--- src/rtl/ysyx_23060332_regfile_wb_pkg.sv ---
// Shared definitions for the register-file write-back slice.
package ysyx_23060332_pkg;

  localparam int unsigned XLEN    = 32;
  localparam int unsigned NR_REGS = 32;
  localparam int unsigned AW      = $clog2(NR_REGS);

  localparam logic [AW-1:0] REG_ZERO = '0;

  // Write-back staging register occupancy
  typedef enum logic {
    STAGE_EMPTY = 1'b0,
    STAGE_FULL  = 1'b1
  } stage_state_e;

endpackage

--- src/rtl/ysyx_23060332_regfile_wb_if.sv ---
// Write-back request channel: ALU/EXU (master) -> register file (slave).
interface ysyx_23060332_regfile_wb_if
  import ysyx_23060332_pkg::*;
();

  logic            valid;
  logic            ready;
  logic            wen;
  logic [AW-1:0]   waddr;
  logic [XLEN-1:0] wdata;
  logic            hold;

  modport master (
    output valid, wen, waddr, wdata, hold,
    input  ready
  );

  modport slave (
    input  valid, wen, waddr, wdata, hold,
    output ready
  );

endinterface

--- src/rtl/ysyx_23060332_regfile_array.sv ---
// Flop-based GPR array: one write port, two raw combinational read ports.
// x0 reads as zero and is never written.
module ysyx_23060332_regfile_array
  import ysyx_23060332_pkg::*;
(
  input  logic            clk,
  input  logic            rst_n,
  input  logic            we,
  input  logic [AW-1:0]   waddr,
  input  logic [XLEN-1:0] wdata,
  input  logic [AW-1:0]   raddr1,
  output logic [XLEN-1:0] rdata1,
  input  logic [AW-1:0]   raddr2,
  output logic [XLEN-1:0] rdata2
);

  logic [XLEN-1:0] regs [NR_REGS];

  // Register storage with asynchronous clear
  always_ff @(posedge clk or negedge rst_n) begin
    if (!rst_n) begin
      for (int unsigned i = 0; i < NR_REGS; i++) begin
        regs[i] <= '0;
      end
    end else if (we && (waddr != REG_ZERO)) begin
      regs[waddr] <= wdata;
    end
  end

  // Raw reads, x0 forced to zero
  always_comb begin
    rdata1 = (raddr1 == REG_ZERO) ? '0 : regs[raddr1];
    rdata2 = (raddr2 == REG_ZERO) ? '0 : regs[raddr2];
  end

endmodule

--- src/rtl/ysyx_23060332_regfile_wb.sv ---
// Register-file write-back end: one-entry staging register with valid/ready
// handshake, bypassed read ports and a per-register busy scoreboard.
// Optional macro YSYX_23060332_COMMIT_PORT_EN adds a registered commit trace port.
module ysyx_23060332_regfile_wb
  import ysyx_23060332_pkg::*;
(
  input  logic                 clk,
  input  logic                 rst_n,
  ysyx_23060332_regfile_wb_if.slave wb,
  input  logic [AW-1:0]        raddr1_i,
  output logic [XLEN-1:0]      rdata1_o,
  input  logic [AW-1:0]        raddr2_i,
  output logic [XLEN-1:0]      rdata2_o,
  output logic [NR_REGS-1:0]   busy_o
`ifdef YSYX_23060332_COMMIT_PORT_EN
  ,
  output logic                 commit_valid_o,
  output logic [AW-1:0]        commit_addr_o,
  output logic [XLEN-1:0]      commit_data_o
`endif
);

  stage_state_e    state, state_nxt;
  logic [AW-1:0]   stage_addr;
  logic [XLEN-1:0] stage_data;
  logic            stage_valid;
  logic            accept;
  logic            load;
  logic            commit;
  logic [XLEN-1:0] arr_rdata1;
  logic [XLEN-1:0] arr_rdata2;

  assign stage_valid = (state == STAGE_FULL);

  // Handshake and stage control decode
  always_comb begin
    wb.ready = !stage_valid || !wb.hold;
    accept   = wb.valid && wb.ready;
    load     = accept && wb.wen && (wb.waddr != REG_ZERO);
    commit   = stage_valid && !wb.hold;
  end

  // Next stage occupancy: a same-edge load keeps the stage full across a commit
  always_comb begin
    state_nxt = state;
    if (load) begin
      state_nxt = STAGE_FULL;
    end else if (commit) begin
      state_nxt = STAGE_EMPTY;
    end
  end

  // Stage occupancy register
  always_ff @(posedge clk or negedge rst_n) begin
    if (!rst_n) begin
      state <= STAGE_EMPTY;
    end else begin
      state <= state_nxt;
    end
  end

  // Stage payload, captured on every staging load
  always_ff @(posedge clk or negedge rst_n) begin
    if (!rst_n) begin
      stage_addr <= '0;
      stage_data <= '0;
    end else if (load) begin
      stage_addr <= wb.waddr;
      stage_data <= wb.wdata;
    end
  end

  ysyx_23060332_regfile_array u_array (
    .clk    (clk),
    .rst_n  (rst_n),
    .we     (commit),
    .waddr  (stage_addr),
    .wdata  (stage_data),
    .raddr1 (raddr1_i),
    .rdata1 (arr_rdata1),
    .raddr2 (raddr2_i),
    .rdata2 (arr_rdata2)
  );

  // Operand reads with bypass from the uncommitted stage
  always_comb begin
    rdata1_o = arr_rdata1;
    rdata2_o = arr_rdata2;
    if (raddr1_i == REG_ZERO) begin
      rdata1_o = '0;
    end else if (stage_valid && (stage_addr == raddr1_i)) begin
      rdata1_o = stage_data;
    end
    if (raddr2_i == REG_ZERO) begin
      rdata2_o = '0;
    end else if (stage_valid && (stage_addr == raddr2_i)) begin
      rdata2_o = stage_data;
    end
  end

  // Busy scoreboard: one-hot of the staged destination
  always_comb begin
    busy_o = '0;
    if (stage_valid) begin
      busy_o = NR_REGS'(1) << stage_addr;
    end
  end

`ifdef YSYX_23060332_COMMIT_PORT_EN
  // Commit trace, one-cycle pulse after each array write
  always_ff @(posedge clk or negedge rst_n) begin
    if (!rst_n) begin
      commit_valid_o <= 1'b0;
      commit_addr_o  <= '0;
      commit_data_o  <= '0;
    end else begin
      commit_valid_o <= commit;
      commit_addr_o  <= commit ? stage_addr : '0;
      commit_data_o  <= commit ? stage_data : '0;
    end
  end
`endif

endmodule

--- src/flat_wrapper.sv ---
// flat-port wrapper written by rule: the top's interface ports become plain ports
module ysyx_23060332_regfile_wb_flat import ysyx_23060332_pkg::*;
  (clk, rst_n, raddr1_i, rdata1_o, raddr2_i, rdata2_o, busy_o, wb_valid, wb_wen, wb_waddr, wb_wdata, wb_hold, wb_ready);
  ysyx_23060332_regfile_wb_if wb_i ();
  input  logic clk;
  input  logic rst_n;
  input  logic [AW-1:0] raddr1_i;
  output logic [XLEN-1:0] rdata1_o;
  input  logic [AW-1:0] raddr2_i;
  output logic [XLEN-1:0] rdata2_o;
  output logic [NR_REGS-1:0] busy_o;
  input wire logic [$bits(wb_i.valid)-1:0] wb_valid;
  input wire logic [$bits(wb_i.wen)-1:0] wb_wen;
  input wire logic [$bits(wb_i.waddr)-1:0] wb_waddr;
  input wire logic [$bits(wb_i.wdata)-1:0] wb_wdata;
  input wire logic [$bits(wb_i.hold)-1:0] wb_hold;
  output wire logic [$bits(wb_i.ready)-1:0] wb_ready;
  assign wb_i.valid = wb_valid;
  assign wb_i.wen = wb_wen;
  assign wb_i.waddr = wb_waddr;
  assign wb_i.wdata = wb_wdata;
  assign wb_i.hold = wb_hold;
  assign wb_ready = wb_i.ready;
  ysyx_23060332_regfile_wb u_core (.clk(clk), .rst_n(rst_n), .wb(wb_i), .raddr1_i(raddr1_i), .rdata1_o(rdata1_o), .raddr2_i(raddr2_i), .rdata2_o(rdata2_o), .busy_o(busy_o));
endmodule
--- config.mk ---
export PLATFORM = sky130hd
export DESIGN_NAME = ysyx_23060332_regfile_wb_flat
export DESIGN_NICKNAME = d
export VERILOG_FILES = /design/src/rtl/ysyx_23060332_regfile_wb_pkg.sv /design/src/rtl/ysyx_23060332_regfile_wb_if.sv /design/src/rtl/ysyx_23060332_regfile_array.sv /design/src/rtl/ysyx_23060332_regfile_wb.sv /design/src/flat_wrapper.sv
export SDC_FILE = /design/constraint.sdc
export NUM_CORES = 2
export LEC_CHECK = 0
export CAP_MARGIN = 20
export CORE_MARGIN = 4
export CORE_UTILIZATION = 54
export CTS_CLUSTER_SIZE = 8
export DETAILED_ROUTE_END_ITERATION = 16
export GPL_TIMING_DRIVEN = 0
export PLACE_DENSITY = 0.73
export RECOVER_POWER = 25
export SYNTH_ARGS = -nofsm -noshare
export SYNTH_HDL_FRONTEND = slang
export SYNTH_HIERARCHICAL = 1
export SYNTH_SLANG_ARGS = --single-unit
--- constraint.sdc ---
create_clock -name clk -period 3.35 [get_ports clk]
set_clock_uncertainty 0.1 [all_clocks]
set_input_delay 0.67 -clock clk [delete_from_list [all_inputs] [get_ports clk]]
set_output_delay 0.67 -clock clk [all_outputs]
set_load 0.01 [all_outputs]
==> out/results.ini <==
[outcome]
run_status=complete, but fails checks
failed_checks=max-capacitance violations, max-slew violations, negative setup slack

[clocking]
clk_pin_slew_ns=0.05
clkLatencyLatePin_ns=0.77
clock-root-buffer=clkbuf_16
clock_tree_from_tritoncts=built
total_number_of_h_tree_levels=4
cts.path.max_buffers=3
cts_sinks=1062
cts-buffers-inserted=150

[cells_and_area]
final_util_pct=68.5
syn2layout_area_growth_pct=25.7
final_nets=4545
final_layout_size_suffix_gt1_share_pct=57.5

[sta]
finalWorstPathRequiredPeriod_ns=3.82
relSlewSlack_pct=-19.6
worst_slew_pin_slew_ns=1.79
hold_viol_final=0
max_freq_mhz=262
finalWorstSetupSlack_ns=-0.467
share_of_the_clock_period_used_by_the_worst_path_pct=114
slew_viol_final=298
grt_setup_unrepaired=true
setup_viol=200

[place]
total_half_perimeter_wirelength_after_legalization_and_detailed_placement_um=159000
place.port_buffers=148
gpl.final_weighted_congestion=1.02

[floorplanning]
initial_utilization_pct=54.5
boundary_pins=149
die_w_um=334
die_height_um=334
die-area_um2=112000
num_rows=119
design.core.area_um2=105000

[logic_synthesis]
synth_seq_cells=1062
synth_area_leaders=dfrtp_1 (46%), mux2_2 (20%), mux4_2 (18%)
post_synth_most_frequent_cells=dfrtp_1 (1062), mux2_2 (1015), mux4_2 (448), clkbuf_1 (232), buf_2 (170)
synthMostInstantiatedCell=dfrtp_1
post-synth-top-area-cell=dfrtp_1
number_of_warning_messages_in_the_yosys_log=6
ys_types=44
synth-seq-area-share_pct=46.2
synth_cells=4011
syn-mean-instance-area_um2=14.3
synth_cell_area_um2=57500
synthesis.nets=4063
ys.flop_type=dfrtp_1
synth_edf_count=0
synthDominantCellAreaShare_pct=46.2
synth_async_sr_flop_share_pct=100

[power]
total_leakage_power_nw=32.2
power_density_nw_per_um2=643
max_rail_drop_vdd_mv=0.531
totalPowerFinal_mw=46.5

[setup_path]
arrival_ns=3.05
end_kind=output port
critical_path.max_stage_delay_ns=0.62
critical_path.startpoint_type=input port
worstPathMaxFanout=5
path_cells=buf_12 > buf_12 > buf_16 > buf_12 > mux4_2 > nor2b_1 > a211oi_4 > a311oi_2 > nand2_1 > o21ai_1 > buf_4
cp_data_required_time_ns=2.58
timing.critical_path.mode_cell=buf_12
crit_type=in -> out
cell_at_the_slowest_stage_of_the_critical_path=a211oi_4

[route]
drt-wirelength-per-cell_um=40.3
dr_total_vias=44000
first_pass_iters=6
drc_viols=0
drt_wl_total_um=238000
ant_nets=0
drt_first_iter_violations=5778
routed_via_density=7.46

[global_route]
grt_pass1_vias=44700
maximum_number_of_pins_on_one_net_before_global_route_repair=180
grt_pass1_wl_um=333000
grt_usage_pct=42.5
antenna_found_initial=6
grt_overflow=0

[hold_path]
min-delay-path-class=reg -> reg

[job]
max_cap_violations=2

==> worst paths after layout <==
check / startpoint / endpoint / slack [ns] / cells after the start
hold / removal: u_core/u_array/regs[1002] / u_core/u_array/regs[1002] / 0.37 / 1
max in group asynchronous: rst_n / u_core/u_array/regs[294] / 0.28 / 3
setup / recovery: raddr2_i[0] / rdata2_o[30] / -0.47 / 11
setup reg to reg: u_core/stage_addr[0] / u_core/u_array/regs[90] / -0.20 / 8
hold reg to reg: u_core/u_array/regs[1002] / u_core/u_array/regs[1002] / 0.37 / 1
min in group asynchronous: rst_n / u_core/u_array/regs[410] / 0.51 / 2
==> critical path: cells and delay by family <==
family                 cells  cell delay (ns)
AO/OA/AOI/OAI              3             0.80
AND/OR/NAND/NOR            2             0.30
buffers and inverters      5             0.78
multiplexers               1             0.47
==> per-stage QoR <==
step,setup WS (ns),hold WS [ns],setup TNS (ns),cell area [um^2],std cells
finish,-0.467,0.373,-26.31,72300,5904
detailed placement,-3.39,0.364,-334.16,60900,5559
global placement,-47.27,0.352,-,60700,5550
floorplan,0.305,0.274,0,57500,4011
global route,-0.508,0.393,-27.13,72200,5899
CTS,-0.202,0.376,-8.56,71300,5864
==> metal layers <==
layer  GRT usage (%)  routed length [um]
met1            52.6               83200
met3            18.4               33100
met2            59.0               99500
met4            32.2               22400
met5           0.766                 137
==> power breakdown <==
group          total [mW]  internal (mW)  switching (mW)
logic                13.5           7.10            6.41
clock network        13.8           8.19            5.61
registers            19.2           16.2            2.92
==> cells by family after synthesis <==
kind of cell	after synthesis	share of synthesized area, %
multiplexers	1668	41.2
AND/OR/NAND/NOR	360	3.24
XOR/XNOR	10	0.152
flip-flops	1062	46.2
buffers and inverters	477	3.94
AO/OA/AOI/OAI	434	5.19
==> cells in the final DEF (no fill, tap or decap), drive strengths merged, types with 9 or more instances in the layout <==
cell type         n
dlymetal6s2s      9
clkdlybuf4s50    55
clkbuf          398
mux2i           128
nand4            66
nand2b            9
nor2             47
buf             488
o2111ai          16
a311oi           64
mux2           1092
nor3             13
a22oi            64
dfrtp          1062
mux4            448
nand2           120
o21ai           177
nor2b            76
a211oi           64
a221oi           48
==> final cells by class <==
cell class              instances  area, um^2
flip-flops and latches       1062       26600
clock buffers                 159        3940
inverters                       2        7.51
repair buffers                339        3920
plain buffers                 466        4470
clock inverters                 8         100
diodes                          5        12.5
fillers                      7059       33200
well taps                    1391        1740
multi-input cells            2472       31500
==> flip-flops by register name (all words and copies together), names as in the netlist <==
register,cells
u_core/u_array/regs,1024
u_core/stage_data,32
u_core/stage_addr,5
u_core/stage_valid,1
==> timing repair <==
| item | CTS | global route |
|---|---|---|
| gates cloned | 28 | 3 |
| gates resized for setup | 1576 | 137 |
| buffers inserted | 116 | 36 |
| endpoints found under the hold margin | 142 | 0 |
| setup endpoints to repair | 96 | 217 |
| pin swaps | 157 | 68 |
| hold buffers | 1 | 0 |
Power figures use the tool's default switching activity.
